`config.mk`:
```
export PLATFORM = sky130hd
export DESIGN_NAME = pipeline_controller
export DESIGN_NICKNAME = d
export VERILOG_FILES = /design/src/rtl/pipeline_controller.sv
export SDC_FILE = /design/constraint.sdc
export NUM_CORES = 1
export LEC_CHECK = 0
export ABC_AREA = 1
export CAP_MARGIN = 25
export CORE_MARGIN = 4
export CORE_UTILIZATION = 51
export CTS_BUF_LIST = sky130_fd_sc_hd__clkbuf_2 sky130_fd_sc_hd__clkbuf_4 sky130_fd_sc_hd__clkbuf_8
export CTS_CLUSTER_SIZE = 20
export DETAILED_ROUTE_END_ITERATION = 6
export PLACE_DENSITY = 0.9
export SLEW_MARGIN = 20
export SYNTH_ARGS = -nofsm -noshare
export SYNTH_HDL_FRONTEND = slang
export SYNTH_SLANG_ARGS = --single-unit
```
`constraint.sdc`:
```
create_clock -name clk_i -period 2.3 [get_ports clk_i]
set_input_delay 0.23 -clock clk_i [delete_from_list [all_inputs] [get_ports clk_i]]
set_output_delay 0.23 -clock clk_i [all_outputs]
set_load 0.01 [all_outputs]
```
`src/rtl/pipeline_controller.sv`:
```
// rtl/pipeline_controller.sv - pipeline hazard, branch-flush and data-memory wait controller
//
// Decides each cycle whether the front end advances, bubbles or flushes, and
// freezes the back end while a data-memory access is outstanding. A memory
// access that is not acknowledged within TIMEOUT wait cycles parks the
// controller in a sticky error state that only reset leaves.
//
// Parameters:
//   TIMEOUT         maximum MEM_WAIT cycles before ERROR (1..255)
// Ports:
//   clk_i           clock, all state changes on the rising edge
//   rst_i           synchronous active-high reset
//   IDEX_MemRead_i  instruction in EX is a load
//   IDEX_Rd_i       destination register of the instruction in EX
//   IFID_Rs1_i      rs1 of the instruction in ID
//   IFID_Rs2_i      rs2 of the instruction in ID
//   Branch_i        branch in ID resolved taken
//   MemAccess_i     instruction in MEM performs a load/store
//   mem_ack_i       data memory completes the access this cycle
//   PCWrite_o       PC update enable
//   IFID_Write_o    IF/ID update enable
//   NoOp_o          insert bubble into ID/EX
//   Flush_o         squash the instruction held in IF/ID
//   Stall_o         freeze ID/EX, EX/MEM and MEM/WB
//   mem_req_o       data-memory request strobe
//   err_o           sticky memory-timeout flag (registered)
//   stall_cnt_o     saturating count of cycles with PCWrite_o low (registered)

module pipeline_controller #(
    parameter int unsigned TIMEOUT = 255
) (
    input  logic        clk_i,
    input  logic        rst_i,
    input  logic        IDEX_MemRead_i,
    input  logic [4:0]  IDEX_Rd_i,
    input  logic [4:0]  IFID_Rs1_i,
    input  logic [4:0]  IFID_Rs2_i,
    input  logic        Branch_i,
    input  logic        MemAccess_i,
    input  logic        mem_ack_i,
    output logic        PCWrite_o,
    output logic        IFID_Write_o,
    output logic        NoOp_o,
    output logic        Flush_o,
    output logic        Stall_o,
    output logic        mem_req_o,
    output logic        err_o,
    output logic [15:0] stall_cnt_o
);

    typedef enum logic [1:0] {
        ST_RUN      = 2'd0,
        ST_MEM_WAIT = 2'd1,
        ST_ERROR    = 2'd2
    } state_e;

    // Wait-counter value on which an unacknowledged access gives up.
    localparam logic [7:0] WAIT_LAST = 8'(TIMEOUT - 1);

    state_e      state_q, state_d;
    logic [7:0]  wait_cnt_q, wait_cnt_d;
    logic        err_q, err_d;
    logic [15:0] stall_cnt_q, stall_cnt_d;

    logic load_use;
    logic mem_stall;

    always_comb begin
        // A load writing x0 never creates a real dependency.
        load_use  = IDEX_MemRead_i && (IDEX_Rd_i != 5'd0) &&
                    ((IDEX_Rd_i == IFID_Rs1_i) || (IDEX_Rd_i == IFID_Rs2_i));
        mem_stall = MemAccess_i && !mem_ack_i;

        state_d      = state_q;
        wait_cnt_d   = wait_cnt_q;
        err_d        = err_q;
        PCWrite_o    = 1'b1;
        IFID_Write_o = 1'b1;
        NoOp_o       = 1'b0;
        Flush_o      = 1'b0;
        Stall_o      = 1'b0;
        mem_req_o    = 1'b0;

        if (rst_i) begin
            // Hold the front end and feed bubbles while reset is asserted.
            PCWrite_o    = 1'b0;
            IFID_Write_o = 1'b0;
            NoOp_o       = 1'b1;
        end else begin
            case (state_q)
                ST_RUN: begin
                    mem_req_o = MemAccess_i;
                    if (mem_stall) begin
                        // Memory stall overrides load-use and branch handling;
                        // both get re-evaluated once the access completes.
                        Stall_o      = 1'b1;
                        PCWrite_o    = 1'b0;
                        IFID_Write_o = 1'b0;
                        state_d      = ST_MEM_WAIT;
                        wait_cnt_d   = 8'd0;
                    end else if (load_use) begin
                        // Bubble; a taken branch in ID is held until the
                        // hazard clears so its flush is not lost.
                        PCWrite_o    = 1'b0;
                        IFID_Write_o = 1'b0;
                        NoOp_o       = 1'b1;
                    end else if (Branch_i) begin
                        Flush_o = 1'b1;
                    end
                end
                ST_MEM_WAIT: begin
                    mem_req_o    = 1'b1;
                    Stall_o      = 1'b1;
                    PCWrite_o    = 1'b0;
                    IFID_Write_o = 1'b0;
                    if (mem_ack_i) begin
                        state_d    = ST_RUN;
                        wait_cnt_d = 8'd0;
                    end else if (wait_cnt_q == WAIT_LAST) begin
                        state_d    = ST_ERROR;
                        wait_cnt_d = 8'd0;
                        err_d      = 1'b1;
                    end else begin
                        wait_cnt_d = wait_cnt_q + 8'd1;
                    end
                end
                ST_ERROR: begin
                    Stall_o      = 1'b1;
                    PCWrite_o    = 1'b0;
                    IFID_Write_o = 1'b0;
                    err_d        = 1'b1;
                end
                default: begin
                    state_d    = ST_RUN;
                    wait_cnt_d = 8'd0;
                end
            endcase
        end

        stall_cnt_d = stall_cnt_q;
        if (!rst_i && !PCWrite_o && (stall_cnt_q != 16'hFFFF)) begin
            stall_cnt_d = stall_cnt_q + 16'd1;
        end
    end

    always_ff @(posedge clk_i) begin
        if (rst_i) begin
            state_q     <= ST_RUN;
            wait_cnt_q  <= 8'd0;
            err_q       <= 1'b0;
            stall_cnt_q <= 16'd0;
        end else begin
            state_q     <= state_d;
            wait_cnt_q  <= wait_cnt_d;
            err_q       <= err_d;
            stall_cnt_q <= stall_cnt_d;
        end
    end

    assign err_o       = err_q;
    assign stall_cnt_o = stall_cnt_q;

endmodule

```
==> impl_metrics.env <==
export IMPL_status="finished, final reports clean"
export IMPL_gp_congestion=0.8552
export IMPL_syn_inst=265
export IMPL_timing_critical_path_from="state_q[1]"
export IMPL_r2r_cells=11
export IMPL_worst_pin_slew_ns=0.3649
export IMPL_vias=1849
export IMPL_critPathKind="reg -> out"
export IMPL_coreArea_um2=3363
export IMPL_irDropWorstVdd_mv=0.3471
export IMPL_path_depth=7
export IMPL_area_growth_pct=29.52
export IMPL_place_ws_ns=-0.02215
export IMPL_drt_iter0_drc=144
export IMPL_cp_arrival_ns=1.96
export IMPL_start_kind="register"
export IMPL_cp_end_kind="primary output"
export IMPL_fin_nets=340
export IMPL_crit_end="Stall_o"
export IMPL_drc=0
export IMPL_fmax_mhz=457.2
export IMPL_fin_ws_ns=0.1126
export IMPL_critPathTopFamily="buffers and inverters"
export IMPL_setup_violations=0
export IMPL_worstHoldPathType="reg -> reg"
export IMPL_grt_first_pass_wirelength_mm=7.576
export IMPL_initial_core_util=0.5305
export IMPL_path_clk_slew_ns=0.14
export IMPL_dieWidth_um=67.15
export IMPL_layout_drive_gt1_share=0.09968
export IMPL_ctsHtreeMaxLevel=1
export IMPL_r2r_slack_ns=0.38
export IMPL_p_per_area_nw_per_um2=481.9
export IMPL_netlist_area_um2=1784
export IMPL_dieArea_um2=4508
export IMPL_cp_cell_sequence="inv_1 -> ha_2 -> or2_2 -> buf_6 -> o21ai_0 -> nor3_1 -> dlygate4sd2_1"
export IMPL_crit_fanout=17
export IMPL_fin_worst_skew_ns=0.001623
export IMPL_maxCapViolCount=0
export IMPL_fin_cells=357
export IMPL_clock_latency_ns=0.33
export IMPL_cts_setup_buffers=0
export IMPL_viasPerCell=5.179
export IMPL_r2r_start="state_q[1]"
export IMPL_ys_ff_latch=27
export IMPL_slowest_delay_ns=0.37
export IMPL_boundaryPins=44
export IMPL_grt_overflow=0
export IMPL_grt_pass1_vias=1771
export IMPL_placedCellCount=353
export IMPL_wire_per_inst_um=12.41
export IMPL_critPathRequiredTime_ns=2.07
export IMPL_antenna_left=0
export IMPL_slowest_stage="dfxtp_2"
export IMPL_drv_slew=0
export IMPL_async_flop_share=0
export IMPL_rows=21
export IMPL_yosys_warnings=0
export IMPL_hold_viol=0
export IMPL_r2r_end="wait_cnt_q[7]"
export IMPL_numPortBuffers=43
export IMPL_clock_sinks=27
export IMPL_clk_path_buf_depth=2
export IMPL_period_minus_slack_ns=2.187
export IMPL_synth_area_per_cell_um2=6.733
export IMPL_synth_edf_count=0
export IMPL_grt_use_total=0.2132
export IMPL_total_leakage_power_nw=0.9303
export IMPL_firstDrtPassIters=4
export IMPL_total_power_mw=1.114
export IMPL_synthesis_nets=293
export IMPL_ys_seq_area_frac=0.3029
export IMPL_antenna_cells=0
export IMPL_synthFlopType="dfxtp_1"
export IMPL_fin_crit_sh=0.9510
export IMPL_cts_tree="yes"
export IMPL_antenna_found_initial=0
export IMPL_rsz0062_at_grt="false"
export IMPL_routed_wirelength_mm=4.429
export IMPL_fp_dieH_um=67.15
export IMPL_numCtsBuffers=3
export IMPL_synth_distinct_cells=28
export IMPL_clk_root_buffer_cell="clkbuf_4"
export IMPL_grt_max_degree=18
export IMPL_final_core_util=0.6871
export IMPL_hpwl_mm=3.496
export IMPL_hold_depth=1
export IMPL_slew_headroom=0.7549
export IMPL_path_buf_inv=3
## Yosys cell counts, types with 2 or more instances
| cell | count | share of area |
|---|---|---|
| nor3_1 | 4 | 0.011 |
| nand2_1 | 67 | 0.14 |
| nor2_1 | 30 | 0.063 |
| buf_2 | 2 | 0.0056 |
| nor2_2 | 3 | 0.011 |
| xnor2_1 | 9 | 0.044 |
| o21ai_0 | 6 | 0.017 |
| inv_1 | 29 | 0.061 |
| buf_4 | 2 | 0.0084 |
| xor2_1 | 8 | 0.039 |
| a21oi_1 | 17 | 0.048 |
| ha_1 | 7 | 0.049 |
| clkbuf_1 | 2 | 0.0042 |
| nand4_1 | 20 | 0.070 |
| a21oi_2 | 8 | 0.039 |
| dfxtp_1 | 27 | 0.30 |
| nand3_1 | 13 | 0.036 |
## metal layers
layer  track usage  vias to the layer above  wire length, um
met1        0.2622                      844             1884
met2        0.3877                       43             2325
met3       0.03993                        6              177
met4       0.03797                        0               41
met5             0                        -                0
li1              -                      956                -
## registers in the layout, summed over array words and instances (netlist names)
| signal | flops |
|---|---|
| stall_cnt_o | 16 |
| wait_cnt_q | 8 |
| state_q | 2 |
| err_o | 1 |
## area by class of cell
| type | instances | area [um^2] |
|---|---|---|
| timing repair buffer | 50 | 484.2 |
| sequential | 27 | 543.0 |
| clock buffer | 3 | 22.52 |
| clock inverter | 1 | 5.005 |
| multi-input combinational | 200 | 1086 |
| fill | 308 | 1052 |
| inverter | 30 | 112.6 |
| tap | 46 | 57.56 |
## worst min path at each step
stage / start / endpoint / slack (ns)
after floorplan: rst_i / state_q[0] / 0.44
after global placement: wait_cnt_q[4] / wait_cnt_q[4] / 0.46
after detailed placement: wait_cnt_q[4] / wait_cnt_q[4] / 0.47
after CTS: wait_cnt_q[4] / wait_cnt_q[4] / 0.49
after global routing: state_q[0] / state_q[0] / 0.53
final: wait_cnt_q[4] / wait_cnt_q[4] / 0.49
## repair_timing
item	4_1_cts	5_1_grt
endpoints found under the setup margin	4	2
hold endpoints to repair	0	0
hold buffers	0	0
pin swaps	0	0
resized for setup	5	5
## per-stage QoR
step	instance area [um^2]	setup TNS (ns)	hold slack, ns
finish	2311	0	0.4942
detailed placement	2277	-0.02215	0.4656
global route	2311	0	0.5321
CTS	2301	0	0.4937
global placement	2277	0	0.4566
floorplan	1784	0	0.4357
## logic make-up after synthesis
group / Yosys count / share of synthesized area
compound gates: 34 / 0.1150
xor+xnor: 17 / 0.08345
fa+ha+maj: 7 / 0.04909
buf+inv: 38 / 0.08975
flops: 27 / 0.3029
simple gates: 142 / 0.3598
## report_power, final
group	internal [mW]	switching, mW
clock	0.0654	0.143
sequential	0.490	0.0215
combinational	0.160	0.233
## layout by cell type (no fill, tap or decap), drive strengths merged, types with 8 or more instances in the layout
cell type	netlist	routed
dfxtp	27	27
a21oi	25	25
nand4	20	20
nor2	34	34
nand2	68	68
xor2	8	8
inv	30	30
xnor2	9	9
nand3	14	14
clkdlybuf4s50	0	38
No activity file was read; power rests on OpenSTA's default activity.
